<file path="src/rtl/sw_debounce_pkg.sv">
// -----------------------------------------------------------------------------
// sw_pkg -- shared constants and types for the slide-switch input stage.
//
// Contents:
//   SW_WIDTH                 number of board slide switches
//   SW_TICK_DIV_DEFAULT      clocks per debounce sample tick (1 ms at 100 MHz)
//   SW_STABLE_TICKS_DEFAULT  consecutive differing samples before a flip
//   sw_vec_t                 one bit per switch
// -----------------------------------------------------------------------------
package sw_pkg;

  localparam int SW_WIDTH                = 16;
  localparam int SW_TICK_DIV_DEFAULT     = 100000;
  localparam int SW_STABLE_TICKS_DEFAULT = 10;

  typedef logic [SW_WIDTH-1:0] sw_vec_t;

endpackage : sw_pkg

</file>
<file path="src/rtl/sw_debounce_tick_gen.sv">
// -----------------------------------------------------------------------------
// sw_tick_gen -- free-running prescaler producing a one-clock sample strobe.
//
// The counter runs 0..TICK_DIV-1 and wraps. tick is a decode of the terminal
// count, so it is high for exactly one clock per period and the first strobe
// lands TICK_DIV clock edges after reset release (on the edge that consumes
// it). Kept generic so display-multiplex stages can reuse it.
//
// Parameters:
//   TICK_DIV  clocks per tick, must be >= 2
// Ports:
//   clk   in   system clock, rising edge
//   rst   in   asynchronous active-high reset
//   tick  out  one-clock strobe when the count is TICK_DIV-1
// -----------------------------------------------------------------------------
module sw_tick_gen #(
  parameter int TICK_DIV = 100000
) (
  input  logic clk,
  input  logic rst,
  output logic tick
);

  localparam int CW = (TICK_DIV > 1) ? $clog2(TICK_DIV) : 1;
  localparam logic [CW-1:0] CNT_LAST = CW'(TICK_DIV - 1);

  logic [CW-1:0] cnt_q;
  logic [CW-1:0] cnt_d;

  always_comb begin
    cnt_d = cnt_q + CW'(1);
    if (cnt_q == CNT_LAST) begin
      cnt_d = '0;
    end
  end

  always_ff @(posedge clk or posedge rst) begin
    if (rst) begin
      cnt_q <= '0;
    end else begin
      cnt_q <= cnt_d;
    end
  end

  // Count is 0 while reset is held, so the strobe is low during reset.
  assign tick = (cnt_q == CNT_LAST);

endmodule : sw_tick_gen

</file>
<file path="src/rtl/sw_debounce.sv">
// -----------------------------------------------------------------------------
// sw_debounce -- conditions the raw slide switches before the LED stage.
//
// Each raw bit passes through a two-flop synchroniser. A shared prescaler
// strobe samples the synchronised levels; each bit keeps a small counter of
// consecutive samples that disagree with its debounced level. After
// STABLE_TICKS disagreeing samples in a row the debounced bit flips and a
// one-clock rise or fall pulse is registered on the same edge. Any sample that
// agrees with the current level restarts the count, which rejects short
// glitches.
//
// Build option:
//   SW_DEBOUNCE_BYPASS_EN  when defined, the prescaler and counters are not
//                          built, tick is held at 0, and sw_db follows the
//                          synchroniser every clock (3-cycle latency). Edge
//                          pulses still fire once per change.
//
// Parameters:
//   WIDTH         number of switch channels
//   TICK_DIV      clocks per sample tick (>= 2)
//   STABLE_TICKS  consecutive differing samples needed to flip (>= 1)
// Ports:
//   clk      in   system clock, rising edge
//   rst      in   asynchronous active-high reset
//   sw_raw   in   raw, asynchronous, bouncing switch levels
//   sw_db    out  debounced levels (drives the LED stage sw input)
//   sw_rise  out  one-clock pulse per bit when sw_db goes 0->1
//   sw_fall  out  one-clock pulse per bit when sw_db goes 1->0
//   tick     out  one-clock sample strobe
// -----------------------------------------------------------------------------
module sw_debounce
  import sw_pkg::*;
#(
  parameter int WIDTH        = SW_WIDTH,
  parameter int TICK_DIV     = SW_TICK_DIV_DEFAULT,
  parameter int STABLE_TICKS = SW_STABLE_TICKS_DEFAULT
) (
  input  logic             clk,
  input  logic             rst,
  input  logic [WIDTH-1:0] sw_raw,
  output logic [WIDTH-1:0] sw_db,
  output logic [WIDTH-1:0] sw_rise,
  output logic [WIDTH-1:0] sw_fall,
  output logic             tick
);

  // ---------------------------------------------------------------------------
  // Synchroniser: the only flops that look at sw_raw.
  // ---------------------------------------------------------------------------
  logic [WIDTH-1:0] sync1_q;
  logic [WIDTH-1:0] sync2_q;

  always_ff @(posedge clk or posedge rst) begin
    if (rst) begin
      sync1_q <= '0;
      sync2_q <= '0;
    end else begin
      sync1_q <= sw_raw;
      sync2_q <= sync1_q;
    end
  end

  // ---------------------------------------------------------------------------
  // Debounced level and edge pulse registers.
  // ---------------------------------------------------------------------------
  logic [WIDTH-1:0] sw_db_q;
  logic [WIDTH-1:0] sw_db_d;
  logic [WIDTH-1:0] sw_rise_q;
  logic [WIDTH-1:0] sw_rise_d;
  logic [WIDTH-1:0] sw_fall_q;
  logic [WIDTH-1:0] sw_fall_d;

`ifdef SW_DEBOUNCE_BYPASS_EN

  // Bring-up path: no filtering, follow the synchroniser directly.
  assign tick = 1'b0;

  always_comb begin
    sw_db_d   = sync2_q;
    // Compare the outgoing level with the incoming one so a pulse is
    // registered on the same edge that sw_db changes.
    sw_rise_d = sync2_q & ~sw_db_q;
    sw_fall_d = ~sync2_q & sw_db_q;
  end

`else

  localparam int CW = $clog2(STABLE_TICKS + 1);
  localparam logic [CW-1:0] CNT_LAST = CW'(STABLE_TICKS - 1);

  logic             tick_w;
  logic [WIDTH-1:0] flip_vec;

  sw_tick_gen #(
    .TICK_DIV (TICK_DIV)
  ) u_tick_gen (
    .clk  (clk),
    .rst  (rst),
    .tick (tick_w)
  );

  assign tick = tick_w;

  // Per-bit stability counters. The counter only moves on tick cycles and
  // always returns to 0 when it flips the output, so it never saturates.
  for (genvar gi = 0; gi < WIDTH; gi++) begin : g_bit
    logic [CW-1:0] cnt_q;
    logic [CW-1:0] cnt_d;
    logic          flip;

    always_comb begin
      cnt_d = cnt_q;
      flip  = 1'b0;
      if (tick_w) begin
        if (sync2_q[gi] == sw_db_q[gi]) begin
          // Sample agrees with the current level: any run is broken.
          cnt_d = '0;
        end else if (cnt_q == CNT_LAST) begin
          // This is the STABLE_TICKS-th differing sample in a row.
          cnt_d = '0;
          flip  = 1'b1;
        end else begin
          cnt_d = cnt_q + CW'(1);
        end
      end
    end

    always_ff @(posedge clk or posedge rst) begin
      if (rst) begin
        cnt_q <= '0;
      end else begin
        cnt_q <= cnt_d;
      end
    end

    assign flip_vec[gi] = flip;
  end : g_bit

  always_comb begin
    // A flipping bit takes the sampled level, which is by construction the
    // opposite of its current level, so the direction follows from sync2_q.
    sw_db_d   = (sw_db_q & ~flip_vec) | (sync2_q & flip_vec);
    sw_rise_d = flip_vec & sync2_q;
    sw_fall_d = flip_vec & ~sync2_q;
  end

`endif

  always_ff @(posedge clk or posedge rst) begin
    if (rst) begin
      sw_db_q   <= '0;
      sw_rise_q <= '0;
      sw_fall_q <= '0;
    end else begin
      sw_db_q   <= sw_db_d;
      sw_rise_q <= sw_rise_d;
      sw_fall_q <= sw_fall_d;
    end
  end

  assign sw_db   = sw_db_q;
  assign sw_rise = sw_rise_q;
  assign sw_fall = sw_fall_q;

endmodule : sw_debounce

</file>
<file path="config.mk">
export PLATFORM = sky130hd
export DESIGN_NAME = sw_debounce
export DESIGN_NICKNAME = d
export VERILOG_FILES = /design/src/rtl/sw_debounce_pkg.sv /design/src/rtl/sw_debounce_tick_gen.sv /design/src/rtl/sw_debounce.sv
export SDC_FILE = /design/constraint.sdc
export NUM_CORES = 1
export LEC_CHECK = 0
export CAP_MARGIN = 20
export CORE_ASPECT_RATIO = 1.2
export CORE_UTILIZATION = 60
export CTS_CLUSTER_SIZE = 40
export DETAILED_ROUTE_END_ITERATION = 6
export PLACE_DENSITY = 0.81
export SLEW_MARGIN = 5
export SYNTH_ARGS = -nofsm -noshare
export SYNTH_HDL_FRONTEND = slang
export SYNTH_SLANG_ARGS = --single-unit
</file>
<file path="constraint.sdc">
create_clock -name clk -period 7.56 [get_ports clk]
set_clock_uncertainty 0.05 [all_clocks]
set_input_delay 0.756 -clock clk [delete_from_list [all_inputs] [get_ports clk]]
set_output_delay 0.756 -clock clk [all_outputs]
set_load 0.005 [all_outputs]
</file>
* Word level (Yosys, flattened, before mapping) *
Index checks and enable logic that the tools add are counted.

storage, ports and cells
  bits in registers = 161
  input port bits = 18
  output and inout port bits = 49
  word-level logic and storage cells = 159

operators by class
  add/sub/neg operators = 17
  equal/unequal tests = 33
  muxes and demuxes = 81
  bitwise gates (word level) = 6

operator list
  cell                     count
  $mux W4                  32
  $add A4 B1 Y4 const B    16
  $eq A4 B4 Y1 const B     16
  $and A16 B16 Y16         3
  $mux W1                  48
  $not A16 Y16             2
  $add A17 B1 Y17 const B  1
  $eq A17 B17 Y1 const B   1
  $mux W17                 1
  $eq A1 B1 Y1             16
  $or A16 B16 Y16          1

* Depth between registers and ports, before layout *
  depth after elaboration = 7
  gate-level depth with buffers = 9
  depth with buffers taken out = 6

* Cells and area by module *
Synthesis repeated with hierarchy kept, for this count alone.

second synthesis, totals
  cells, all modules = 601
  area total of the unflattened synthesis = 7176.9 µm²

by module, submodules not included
  module       times used  cells each  area an instance (µm²)  seq. area each (µm²)
  sw_debounce  1           526         6351.1                  3603.5
  sw_tick_gen  1           75          825.8                   425.4

* Worst setup path after synthesis *
OpenSTA, ideal clock, no wires.

  path type = register to output
  start = register u_tick_gen.cnt_q[0]
  end = output tick
  arrival = 1.469 ns
  required time = 6.754 ns
  path slack = 5.285 ns
  stages on the path, launching flop included = 8
  path buffers = 3
  cell sequence = dfrtp_1 ha_1 and4_1 buf_4 nand4b_4 inv_1 buf_2 buf_2

between the ends
  longest elaborated chain between the ends = 1

RTL lines
  element                 line                        RTL
  start, declared         sw_debounce_tick_gen.sv:27  logic [CW-1:0] cnt_q;
  start signal, assigned  sw_debounce_tick_gen.sv:41  cnt_q <= cnt_d;
  $eq A17 B17 Y1          sw_debounce_tick_gen.sv:46  assign tick = (cnt_q == CNT_LAST);
  end, declared           sw_debounce.sv:44           output logic tick

No other way between the ends.

* Final worst setup path *
Ends and elaborated chain as after synthesis.

==> metrics.md <==
| Metric | Value |
|---|---|
| Status | `finished, final reports clean` |
| Initial Utilization | `62.4%` |
| Post-synth EDFFs | `0` |
| Flops & latches, synth | `161` |
| Pin count of the biggest net entering global routing | `108` |
| CP arrival | `2890 ps` |
| Remaining global-route overflow | `0` |
| Area share of the largest cell type after synthesis | `57.7%` |
| Sequential share of the synthesized area | `57.7%` |
| Endpoints failing setup | `0` |
| Peak supply drop | `0.168 mV` |
| Xor/xnor share of the synthesized area | `3.64%` |
| CP Launch Type | `register` |
| Synth cell count leaders | `dfrtp_1, o21ai_0, nand2_1` |
| Mean Syn Cell Area | `11.8 sq um` |
| Share of layout cells above drive strength 1 | `9.57%` |
| Adder-cell share of the synthesized area | `5.91%` |
| Cell area after synthesis | `6980 sq um` |
| Post-synth top flop | `dfrtp_1` |
| Dominant cells by area after synthesis | `dfrtp_1, ha_1, o21ai_0` |
| Final wirelength | `12600 microns` |
| Crit path from | `u_tick_gen.cnt_q[0]$_DFF_PP0_` |
| Routed len/inst | `15.2 microns` |
| Grt peak-use layer | `met2` |
| PortBufs | `66` |
| GRT Resource Usage Total | `23.2%` |
| Area Overhead vs Synth | `19.9%` |
| CTS sink cnt | `161` |
| Core Rows | `42` |
| Grt met2 use | `39.3%` |
| Post-synthesis cell count | `593` |
| Num CTS Buffers | `17` |
| Final Critical Period | `3690 ps` |
| Slew headroom | `34.9%` |
| Die X | `100 microns` |
| Initial antenna violation count | `0` |
| Tot Pwr | `1.72 mW` |
| Die area | `12100 sq um` |
| Worst-path clk slew | `70 ps` |
| Multi-input logic area | `2760 sq um` |
| FFs w/ async S/R, synth | `100%` |
| Resize count post-CTS | `0` |
| H-tree levels | `4` |
| Netlist cell types | `36` |
| Starting DRC count in detailed routing | `214` |
| Simple-gate share of the synthesized area | `18.3%` |
| Mux contribution to synthesized area | `3.01%` |
| Fillcell total | `745` |
| Antenna diodes | `0` |
| Vias in the first global route | `4985` |
| # Post-CTS Setup Buffers | `0` |
| Pwr dens | `205 nW/um^2` |
| Maximum fanout along the worst path | `107` |
| Final-report hold violation count | `0` |
| GP Congestion | `0.734` |
| Vias | `4754` |
| Post-layout util | `74.8%` |
| Worst Tran Pin Value | `977 ps` |
| Synth warnings | `0` |
| Initial DRT Pass Iterations | `5` |
| Worst setup margin | `3870 ps` |
| Non-Filler Instances | `833` |
| Setup WS pre-CTS | `4330 ps` |
| Global-route wire length before repair | `21900 microns` |
| Core Area | `11200 sq um` |
| Placed cell count | `800` |
| Io pins | `67` |
| Hold Startpoint | `sync1_q[6]$_DFF_PP0_` |
| WS Path Type | `reg -> out` |
| Register area | `4030 sq um` |
| Final period util | `48.8%` |
| Hold crit path type | `reg -> reg` |
| Post-synthesis compound-gate area fraction | `8.67%` |
| Area leader, netlist | `dfrtp_1` |
| Drt drc | `0` |
| Pleak | `3.84 nW` |
| CTS tree | `done` |
| Max-Cap Viols | `0` |
| FMAX | `271 MHz` |
| Via density per instance | `5.71` |
| Longest Clk Path Bufs | `2` |
| Crit. End Element | `output pin` |
| Reg-to-Reg Start | `u_tick_gen.cnt_q[0]$_DFF_PP0_` |
| RSZ-0062 raised after global routing | `no` |
| GR Util met1 | `28.1%` |
| Largest family of logic cells by synthesized area | `simple AND/OR/NAND/NOR gates` |
| Die H | `120 microns` |
| Syn_nets | `644` |
| Count leader, synth | `dfrtp_1` |
| Hold buffer count at cts | `0` |
| Final Max Tran Viols | `0` |
| Total negative slack | `0 ps` |
| Number of routed nets with antenna violations | `0` |
| Clock Tree Root | `clkbuf_16` |
| Worst-Skew Late Latency | `430 ps` |
| M3 GR Usage | `5.09%` |
| Worst Path Required | `6750 ps` |
| Final HPWL DP | `7860 microns` |
| Final Net Count | `717` |
-- per-layer routing --
layer  up-vias  wire length, microns
li1       2248                     -
met1      2391                  5390
met2        91                  6560
met3        24                   415
met4         0                   278
met5         -                     0
-- registers in the layout, indices dropped and copies added (netlist names), named ones only --
| name | flops |
|---|---|
| g_bit.cnt_q | 64 |
| u_tick_gen.cnt_q | 17 |
| sw_fall | 16 |
| sw_rise | 16 |
| sync1_q | 16 |
| sync2_q | 16 |
-- area by class of cell --
type	instances	share of cell area, %
Clock inverter	15	1.63
Sequential cell	161	48.1
Clock buffer	17	5.08
Inverter	30	1.40
Multi-Input combinational cell	386	33.0
Timing Repair Buffer	70	8.49
Tap cell	154	2.30
-- worst max-delay path, cell delays in order (launching register included) --
cell and delay [ps]:
dfrtp_1 400, ha_1 250, and4_1 310, nand4b_4 130, buf_4 750, inv_1 130, clkdlybuf4s50_1 490
-- through the flow --
step / hold WS [ps] / area [sq um]
floorplan: 281 / 6980
global placement: 282 / 7780
detailed placement: 286 / 7780
CTS: 298 / 8350
global route: 308 / 8370
finish: 292 / 8370
-- final timing paths --
kind                                                  end  slack, ps  depth (start not counted)
max                                                  tick       3870                          6
min                                  sync2_q[6]$_DFF_PP0_        290                          0
max reg2reg                                      register       4580                          8
min reg2reg                          sync2_q[6]$_DFF_PP0_        290                          0
max in group asynchronous  g_bit[15].cnt_q[1]$_DFFE_PP0N_       5590                          4
min in group asynchronous           sync1_q[12]$_DFF_PP0_        750                          2
-- kinds of logic after synthesis --
| logic type | count (synthesis) |
|---|---|
| simple gates | 208 |
| flops | 161 |
| compound gates | 100 |
| buf+inv | 46 |
| fa+ha+maj | 33 |
| xor+xnor | 29 |
| mux | 16 |
-- cells in the final DEF (no fill, tap or decap), types with 12 or more instances in the layout --
master           netlist  routed
or3_1                 21      21
clkbuf_16              0      17
nor4_1                12      12
nand2_1               48      48
nor3b_1               36      36
nand3_1               22      22
dfrtp_1              161     161
o211ai_1              13      13
a21o_1                24      24
o21ai_0               57      57
or4_1                 16      16
clkdlybuf4s50_1        0      66
nor3_1                16      16
ha_1                  33      33
xor2_1                19      19
inv_1                 30      29
-- report_power, final --
part / leakage [nW] / switching [mW] / internal [mW]
Combinational: 1.42 / 0.0246 / 0.0140
Clock: 0.254 / 0.350 / 0.454
Sequential: 2.16 / 0.00628 / 0.870
Note: power is estimated with default switching activity, not from simulation.
